==> config.mk <==
export PLATFORM = sky130hd
export DESIGN_NAME = mips_multicycle_ctrl
export DESIGN_NICKNAME = d
export VERILOG_FILES = /design/src/rtl/mips_multicycle_pkg.sv /design/src/rtl/mc_alu_decoder.sv /design/src/rtl/mips_multicycle_ctrl.sv
export SDC_FILE = /design/constraint.sdc
export NUM_CORES = 1
export LEC_CHECK = 0
export ABC_CLOCK_PERIOD_IN_PS = 1800
export CORE_MARGIN = 8
export CORE_UTILIZATION = 37
export DETAILED_ROUTE_END_ITERATION = 10
export HOLD_SLACK_MARGIN = 0.06
export PLACE_DENSITY = 0.82
export SYNTH_ARGS = -nofsm -noshare
export SYNTH_HDL_FRONTEND = slang
export SYNTH_SLANG_ARGS = --single-unit
==> constraint.sdc <==
create_clock -name clk_i -period 1.8 [get_ports clk_i]
set_clock_uncertainty 0.15 [all_clocks]
set_input_delay 0.36 -clock clk_i [delete_from_list [all_inputs] [get_ports clk_i]]
set_output_delay 0.36 -clock clk_i [all_outputs]
set_load 0.05 [all_outputs]
==> src/rtl/mips_multicycle_pkg.sv <==
// Shared types and encodings for the multicycle MIPS controller: FSM states, opcodes,
// R-type funct codes and ALU control values.
package mips_multicycle_pkg;

  typedef enum logic [3:0] {
    StFetch,
    StDecode,
    StMemAdr,
    StMemRd,
    StMemWb,
    StMemWr,
    StExecute,
    StAluWb,
    StBranch,
    StAddiEx,
    StAddiWb,
    StJump
  } state_e;

  typedef enum logic [1:0] {
    AluOpAdd,
    AluOpSub,
    AluOpFunct
  } alu_op_e;

  localparam logic [5:0] OpRType = 6'b000000;
  localparam logic [5:0] OpLw    = 6'b100011;
  localparam logic [5:0] OpSw    = 6'b101011;
  localparam logic [5:0] OpBeq   = 6'b000100;
  localparam logic [5:0] OpAddi  = 6'b001000;
  localparam logic [5:0] OpJ     = 6'b000010;

  localparam logic [5:0] FunctAdd = 6'b100000;
  localparam logic [5:0] FunctSub = 6'b100010;
  localparam logic [5:0] FunctAnd = 6'b100100;
  localparam logic [5:0] FunctOr  = 6'b100101;
  localparam logic [5:0] FunctSlt = 6'b101010;

  localparam logic [2:0] AluCtrlAdd = 3'b010;
  localparam logic [2:0] AluCtrlSub = 3'b110;
  localparam logic [2:0] AluCtrlAnd = 3'b000;
  localparam logic [2:0] AluCtrlOr  = 3'b001;
  localparam logic [2:0] AluCtrlSlt = 3'b111;

endpackage

==> src/rtl/mc_alu_decoder.sv <==
// Maps the controller's ALUOp plus the instruction funct field to an ALU control code.
module mc_alu_decoder
  import mips_multicycle_pkg::*;
#(
  parameter int unsigned ALU_CTRL_W = 3
) (
  input  alu_op_e               alu_op_i,
  input  logic [5:0]            funct_i,
  output logic [ALU_CTRL_W-1:0] alu_control_o,
  output logic                  illegal_funct_o
);

  logic [2:0] ctrl;

  always_comb begin
    ctrl            = AluCtrlAdd;
    illegal_funct_o = 1'b0;
    unique case (alu_op_i)
      AluOpSub:   ctrl = AluCtrlSub;
      AluOpFunct: begin
        case (funct_i)
          FunctAdd: ctrl = AluCtrlAdd;
          FunctSub: ctrl = AluCtrlSub;
          FunctAnd: ctrl = AluCtrlAnd;
          FunctOr:  ctrl = AluCtrlOr;
          FunctSlt: ctrl = AluCtrlSlt;
          default:  illegal_funct_o = 1'b1;
        endcase
      end
      default:    ctrl = AluCtrlAdd;
    endcase
  end

  assign alu_control_o = ALU_CTRL_W'(ctrl);

endmodule

==> src/rtl/mips_multicycle_ctrl.sv <==
// Multicycle MIPS control FSM (lw/sw/R-type/beq/addi/j) with a unified, ready-handshaked memory.
module mips_multicycle_ctrl
  import mips_multicycle_pkg::*;
#(
  parameter int unsigned ALU_CTRL_W = 3
) (
  input  logic                  clk_i,
  input  logic                  rst_ni,
  input  logic [5:0]            op_i,
  input  logic [5:0]            funct_i,
  input  logic                  zero_i,
  input  logic                  mem_ready_i,
  output logic                  mem_req_o,
  output logic                  iord_o,
  output logic                  mem_write_o,
  output logic                  ir_write_o,
  output logic                  pc_en_o,
  output logic [1:0]            pc_src_o,
  output logic                  alu_src_a_o,
  output logic [1:0]            alu_src_b_o,
  output logic [ALU_CTRL_W-1:0] alu_control_o,
  output logic                  reg_dst_o,
  output logic                  memto_reg_o,
  output logic                  reg_write_o,
  output logic                  instr_done_o,
  output logic                  illegal_o
);

  state_e                state_q, state_d;
  alu_op_e               alu_op;
  logic [ALU_CTRL_W-1:0] alu_ctrl;
  logic                  illegal_funct;

  logic       mem_req, iord, mem_write, ir_write, pc_en, alu_src_a;
  logic       reg_dst, memto_reg, reg_write, instr_done, illegal;
  logic [1:0] pc_src, alu_src_b;

  mc_alu_decoder #(
    .ALU_CTRL_W(ALU_CTRL_W)
  ) u_alu_decoder (
    .alu_op_i       (alu_op),
    .funct_i        (funct_i),
    .alu_control_o  (alu_ctrl),
    .illegal_funct_o(illegal_funct)
  );

  always_comb begin
    state_d    = state_q;
    mem_req    = 1'b0;
    iord       = 1'b0;
    mem_write  = 1'b0;
    ir_write   = 1'b0;
    pc_en      = 1'b0;
    pc_src     = 2'b00;
    alu_src_a  = 1'b0;
    alu_src_b  = 2'b00;
    alu_op     = AluOpAdd;
    reg_dst    = 1'b0;
    memto_reg  = 1'b0;
    reg_write  = 1'b0;
    instr_done = 1'b0;
    illegal    = 1'b0;

    unique case (state_q)
      StFetch: begin
        mem_req   = 1'b1;
        alu_src_b = 2'b01;
        ir_write  = mem_ready_i;
        pc_en     = mem_ready_i;
        if (mem_ready_i) state_d = StDecode;
      end
      StDecode: begin
        alu_src_b = 2'b11;
        case (op_i)
          OpLw, OpSw: state_d = StMemAdr;
          OpRType:    state_d = StExecute;
          OpBeq:      state_d = StBranch;
          OpAddi:     state_d = StAddiEx;
          OpJ:        state_d = StJump;
          default: begin
            state_d    = StFetch;
            illegal    = 1'b1;
            instr_done = 1'b1;
          end
        endcase
      end
      StMemAdr: begin
        alu_src_a = 1'b1;
        alu_src_b = 2'b10;
        state_d   = (op_i == OpLw) ? StMemRd : StMemWr;
      end
      StMemRd: begin
        mem_req = 1'b1;
        iord    = 1'b1;
        if (mem_ready_i) state_d = StMemWb;
      end
      StMemWb: begin
        memto_reg  = 1'b1;
        reg_write  = 1'b1;
        instr_done = 1'b1;
        state_d    = StFetch;
      end
      StMemWr: begin
        // The write strobe is qualified by ready so a stalled store never writes twice.
        mem_req    = 1'b1;
        iord       = 1'b1;
        mem_write  = mem_ready_i;
        instr_done = mem_ready_i;
        if (mem_ready_i) state_d = StFetch;
      end
      StExecute: begin
        alu_src_a = 1'b1;
        alu_op    = AluOpFunct;
        illegal   = illegal_funct;
        state_d   = StAluWb;
      end
      StAluWb: begin
        reg_dst    = 1'b1;
        reg_write  = 1'b1;
        instr_done = 1'b1;
        state_d    = StFetch;
      end
      StBranch: begin
        alu_src_a  = 1'b1;
        alu_op     = AluOpSub;
        pc_src     = 2'b01;
        pc_en      = zero_i;
        instr_done = 1'b1;
        state_d    = StFetch;
      end
      StAddiEx: begin
        alu_src_a = 1'b1;
        alu_src_b = 2'b10;
        state_d   = StAddiWb;
      end
      StAddiWb: begin
        reg_write  = 1'b1;
        instr_done = 1'b1;
        state_d    = StFetch;
      end
      StJump: begin
        pc_src     = 2'b10;
        pc_en      = 1'b1;
        instr_done = 1'b1;
        state_d    = StFetch;
      end
      default: state_d = StFetch;
    endcase
  end

  always_ff @(posedge clk_i or negedge rst_ni) begin
    if (!rst_ni) begin
      state_q <= StFetch;
    end else begin
      state_q <= state_d;
    end
  end

  // Reset gates every output so FETCH does not present a memory request while held in reset.
  assign mem_req_o     = rst_ni & mem_req;
  assign iord_o        = rst_ni & iord;
  assign mem_write_o   = rst_ni & mem_write;
  assign ir_write_o    = rst_ni & ir_write;
  assign pc_en_o       = rst_ni & pc_en;
  assign pc_src_o      = rst_ni ? pc_src : 2'b00;
  assign alu_src_a_o   = rst_ni & alu_src_a;
  assign alu_src_b_o   = rst_ni ? alu_src_b : 2'b00;
  assign alu_control_o = rst_ni ? alu_ctrl : '0;
  assign reg_dst_o     = rst_ni & reg_dst;
  assign memto_reg_o   = rst_ni & memto_reg;
  assign reg_write_o   = rst_ni & reg_write;
  assign instr_done_o  = rst_ni & instr_done;
  assign illegal_o     = rst_ni & illegal;

endmodule

==> results of run 1 <==
per-stage QoR:
| step | setup slack [ns] | cell area [sq um] |
|---|---|---|
| 2_1_floorplan | -0.270 | 871 |
| 3_5_place_dp | -0.612 | 1620 |
| 3_3_place_gp | -0.492 | 1620 |
logic make-up after synthesis:
group | count (synthesis) | synth area share
AOI/OAI and AO/OA | 30 | 0.256
xor gates and xnor gates | 3 | 0.0354
DFF | 4 | 0.135
adders and majority gates | 2 | 0.0337
and+or+nand+nor | 60 | 0.463
buffers and inverters | 9 | 0.0774
==> summary.txt, run 1 <==
Run status
  – Status: did not finish
  – Fail Step: clock tree synthesis
  – Log Error: [ERROR DPL-0033] detailed placement checks failed during check placement.

Synth
  – Synth cell count leaders: nor2_1, o21ai_0, nor2b_1, nor3_1
  – Area share of the largest cell type after synthesis: 0.135
  – Synthesized Nets: between 100 and 150
  – Synth Instances: 108
  – Top cells by area, synth: dfrtp_1, nor2_1, nor2b_1, o21ai_0, nand2b_1
  – Post-synth top area cell: dfrtp_1
  – Mapped cell area: between 700 and 800 sq um
  – Cell with the most instances after synthesis: nor2_1
  – Sequential area share after synthesis: 0.135
  – Synth warn: 0
  – Post-synth EDFFs: 0
  – Top FF cell, synth: dfrtp_1
  – Syn avg cell area: approximately 6.9 sq um
  – Synth Register Bits: 4
  – Async set or reset register ratio after synthesis: 1.00
  – Netlist cell types: 43

Clock network
  – Setup bufs post-CTS: 13
  – Root Buffer: clkbuf_4
  – Cts hold-fix bufs: 0
  – Post-CTS Resized: between 40 and 50
  – Clock sink count: 4
  – Htree depth: 1
  – Clock Path Buffers: 2
  – Num CTS Buffers: 3

Floorplanning
  – Die width: approximately 61 microns
  – Rows: 16
  – Die Span Y: 60.8 microns
  – Starting Density: 0.387
  – Ports: 34

Place
  – Hpwl dp: ~3000 microns
  – Placed Cells incl. Taps: 199
  – RD Place Congestion: about 0.92
  – Number of I/O port buffers: 33
==> run 2, diff against run 1 <==
--- a/config.mk
+++ b/config.mk
@@ -5,12 +5,11 @@
 export SDC_FILE = /design/constraint.sdc
 export NUM_CORES = 1
 export LEC_CHECK = 0
-export ABC_CLOCK_PERIOD_IN_PS = 1800
-export CORE_MARGIN = 8
-export CORE_UTILIZATION = 37
+export ABC_CLOCK_PERIOD_IN_PS = 2300
+export CORE_AREA = 8 8 69 71
 export DETAILED_ROUTE_END_ITERATION = 10
-export HOLD_SLACK_MARGIN = 0.06
-export PLACE_DENSITY = 0.82
+export DIE_AREA = 0 0 77 79
+export PLACE_DENSITY_LB_ADDON = 0.15
 export SYNTH_ARGS = -nofsm -noshare
 export SYNTH_HDL_FRONTEND = slang
 export SYNTH_SLANG_ARGS = --single-unit
==> constraint.sdc (replaced) <==
create_clock -name clk_i -period 2.3 [get_ports clk_i]
set_clock_uncertainty 0.15 [all_clocks]
set_input_delay 0.46 -clock clk_i [delete_from_list [all_inputs] [get_ports clk_i]]
set_output_delay 0.46 -clock clk_i [all_outputs]
set_load 0.05 [all_outputs]
==> summary.txt, run 2 <==
Clock network
  – Num CTS Buffers: 3 (unchanged)
  – Clock transition at path regs: about 0.030 ns
  – Htree depth: 1 (unchanged)
  – Clock sink count: 4 (unchanged)
  – Root Buffer: clkbuf_8 (was clkbuf_4)
  – Worst-skew pair later-pin latency: around 0.22 ns
  – Cts hold-fix bufs: 0 (unchanged)
  – Clock Path Buffers: 2 (unchanged)
  – CTS tree: built

Cells and area
  – Top reg by flops: state_q
  – ANT cells: 0
  – Most frequent cells in the layout: buf_4, buf_12, nor2_1, dlygate4sd2_1
  – Area growth from synthesis to layout: 123%
  – Core Util, Final: 0.437
  – Biggest regs: state_q x4
  – Fillers: a little under 400
  – Finished Cell Area: about 0.0017 sq mm
  – Share of layout cells above drive strength 1: 0.512
  – Layout Nets: between 150 and 200
  – Commonest non-fill, non-tap cell in the layout: buf_4
  – Largest register FFs: 4
  – Non-filler cells, final: 214

Floorplanning
  – Die width: 77 microns (was 60.8 microns)
  – Die footprint: 0.00608 sq mm
  – Starting Density: 0.196 (was 0.387)
  – Core area: approximately 0.0038 sq mm
  – Die Span Y: 79 microns (was 60.8 microns)
  – Rows: 23 (was 16)
  – Ports: 34 (unchanged)

Route
  – Detailed Route WL: 2970 microns
  – Routed Antenna Nets: 0
  – Vias: just over 1000
  – Via/cell ratio: 4.81
  – Wire per inst: about 14 microns
  – Iter 0 DRT Violations: 26
  – Drc violations: 0
  – DR pass1 iterations: 4

Worst setup path
  – Worst EP arrival: roughly 1.7 ns
  – CP Capture Point: alu_control_o[1]
  – Worst Path Max Fanout: 3
  – CP endpoint kind: output port
  – Critical Path RT: approximately 1.7 ns
  – CP startpoint: state_q[0]$_DFFE_PN0P_
  – Reg2Reg Depth: 5
  – CP Launch Type: register
  – Reg2reg start: state_q[1]$_DFFE_PN0P_
  – FF-to-FF End: state_q[2]$_DFFE_PN0P_
  – Reg2Reg Setup Slack: just over 0.7 ns
  – WS Path Type: register to output port

Min path
  – Worst hold path class: primary input to async pin

Synth
  – Cell with the most instances after synthesis: nor2_1 (unchanged)
  – Synth Register Bits: 4 (unchanged)
  – Top FF cell, synth: dfrtp_1 (unchanged)
  – Post-synth top area cell: dfrtp_1 (unchanged)
  – Synth warn: 0 (unchanged)
  – Netlist cell types: 43 (unchanged)
  – Area share of the largest cell type after synthesis: 0.135 (unchanged)
  – Synth Instances: 108 (unchanged)
  – Syn avg cell area: 6.88 sq um (unchanged)
  – Top cells by area, synth: dfrtp_1, nor2_1, nor2b_1, o21ai_0, nand2b_1 (unchanged)
  – Sequential area share after synthesis: 0.135 (unchanged)
  – Synthesized Nets: 126 (unchanged)
  – Synth cell count leaders: nor2_1, o21ai_0, nor2b_1, nor3_1 (unchanged)
  – Mapped cell area: 743 sq um (unchanged)
  – Post-synth EDFFs: 0 (unchanged)
  – Async set or reset register ratio after synthesis: 1.00 (unchanged)

Pwr
  – NetSw: about 290 uW
  – Seq pwr share: 0.128
  – Worst VDD drop: approximately 0.24 mV
  – Static Leakage: slightly below 0.0007 uW
  – Sw frac: 0.412
  – Int Pwr: between 400 and 500 uW
  – Power Density: ~420 mW/mm^2
  – Clock Power Share: 0.209
  – Comb pwr share: 0.664

STA
  – Relative slew slack: 0.804
  – Setup violators final: 1
  – Actual slew at the worst max-slew pin: 0.294 ns
  – Period utilization: 1.01
  – Final hold viol count: 0
  – Fmax: 0.431 GHz
  – Tmin final: 2.32 ns
  – Final WS setup: -0.0186 ns
  – Final Max Tran Viols: 0
  – Unrepaired setup endpoints after global routing: true
  – Setup TNS: -0.0186 ns

Global route
  – Tot GR Track Use: 0.0921
  – GRT overflow: 0
  – First-pass GRT wire length: around 4700 microns
  – Vias in the first global route: around 1100
  – Initial antenna violation count: 0
  – Largest net degree at the start of global routing: 18

Run
  – Maxcap violations: 0

Run status
  – Failing checks: negative setup slack
  – Status: complete, but fails checks (was did not finish)

Place
  – Hpwl dp: 2350 microns (was 3010 microns)
  – Placed Area: 0.00147 sq mm (was 0.00162 sq mm)
  – Placed Cells incl. Taps: 207 (was 199)
  – RD Place Congestion: 0.864 (was 0.916)
  – Number of I/O port buffers: 33 (unchanged)
run 2: cell counts after synthesis:
Identical to the previous run, type by type.
run 2: per-layer routing:
metal	global-route usage	vias to the layer above	share of wire
li1	-	509	-
met1	0.0966	488	0.43
met2	0.179	33	0.52
met3	0.0260	0	0.053
met4	0.0170	0	0
met5	0	-	0
run 2: per-stage QoR:
stage | setup WS, ns | hold slack [ns] | power [uW]
detailed placement | -0.269 | 0.525 | 520
CTS | -0.0134 | 0.435 | 690
floorplan | -0.126 | 0.0144 | 310
global route | -0.0703 | 0.123 | 737
finish | -0.0186 | 0.119 | 698
global placement | -0.206 | 0.532 | 520
run 2: power by group through the flow:
stage / Combinational, uW / Sequential [uW] / Clock (uW)
2_1_floorplan: 226 / 83.4 / 0
3_3_place_gp: 433 / 86.9 / 0
3_5_place_dp: 433 / 86.8 / 0
4_1_cts: 450 / 88.6 / 151
5_1_grt: 489 / 89.9 / 157
6_report: 463 / 89.2 / 146
run 2: cells by family after synthesis:
kind of cell               Yosys count  share of synthesized area
DFF                                  4                      0.135
and+or+nand+nor                     60                      0.463
buffers and inverters                9                     0.0774
adders and majority gates            2                     0.0337
AOI/OAI and AO/OA                   30                      0.256
xor gates and xnor gates             3                     0.0354
run 2: how the worst min path moves through the flow:
stage,startpoint,to
floorplan,rst_ni,state_q[0]$_DFFE_PN0P_
global placement,state_q[3]$_DFFE_PN0P_,state_q[0]$_DFFE_PN0P_
detailed placement,state_q[3]$_DFFE_PN0P_,state_q[0]$_DFFE_PN0P_
CTS,rst_ni,state_q[2]$_DFFE_PN0P_
global route,rst_ni,state_q[1]$_DFFE_PN0P_
finish,rst_ni,state_q[1]$_DFFE_PN0P_
run 2: area by class of cell:
class / instances / area, sq um / share of cell area
Multi-Input combinational cell: 95 / 731 / 0.440
Timing Repair Buffer: 59 / 711 / 0.428
Sequential cell: 4 / 103 / 0.0618
Tap cell: 50 / 62.6 / 0.0377
Clock buffer: 3 / 41.3 / 0.0249
Inverter: 3 / 11.3 / 0.00679
run 2: critical path: stages, from the launching register on:
cell	delay, ns
dfrtp_1	0.39
nand2b_4	0.17
nor2_4	0.17
inv_1	0.06
ha_1	0.21
o31a_1	0.34
buf_12	0.16
run 2: what timing repair did:
action | 4_1_cts | 5_1_grt
pin swaps | 8 | 8
setup endpoints to repair | 5 | 12
gates resized for setup | 29 | 19
gates cloned | 0 | 0
buffers inserted | 3 | 1
Note: power is estimated with default switching activity, not from simulation.
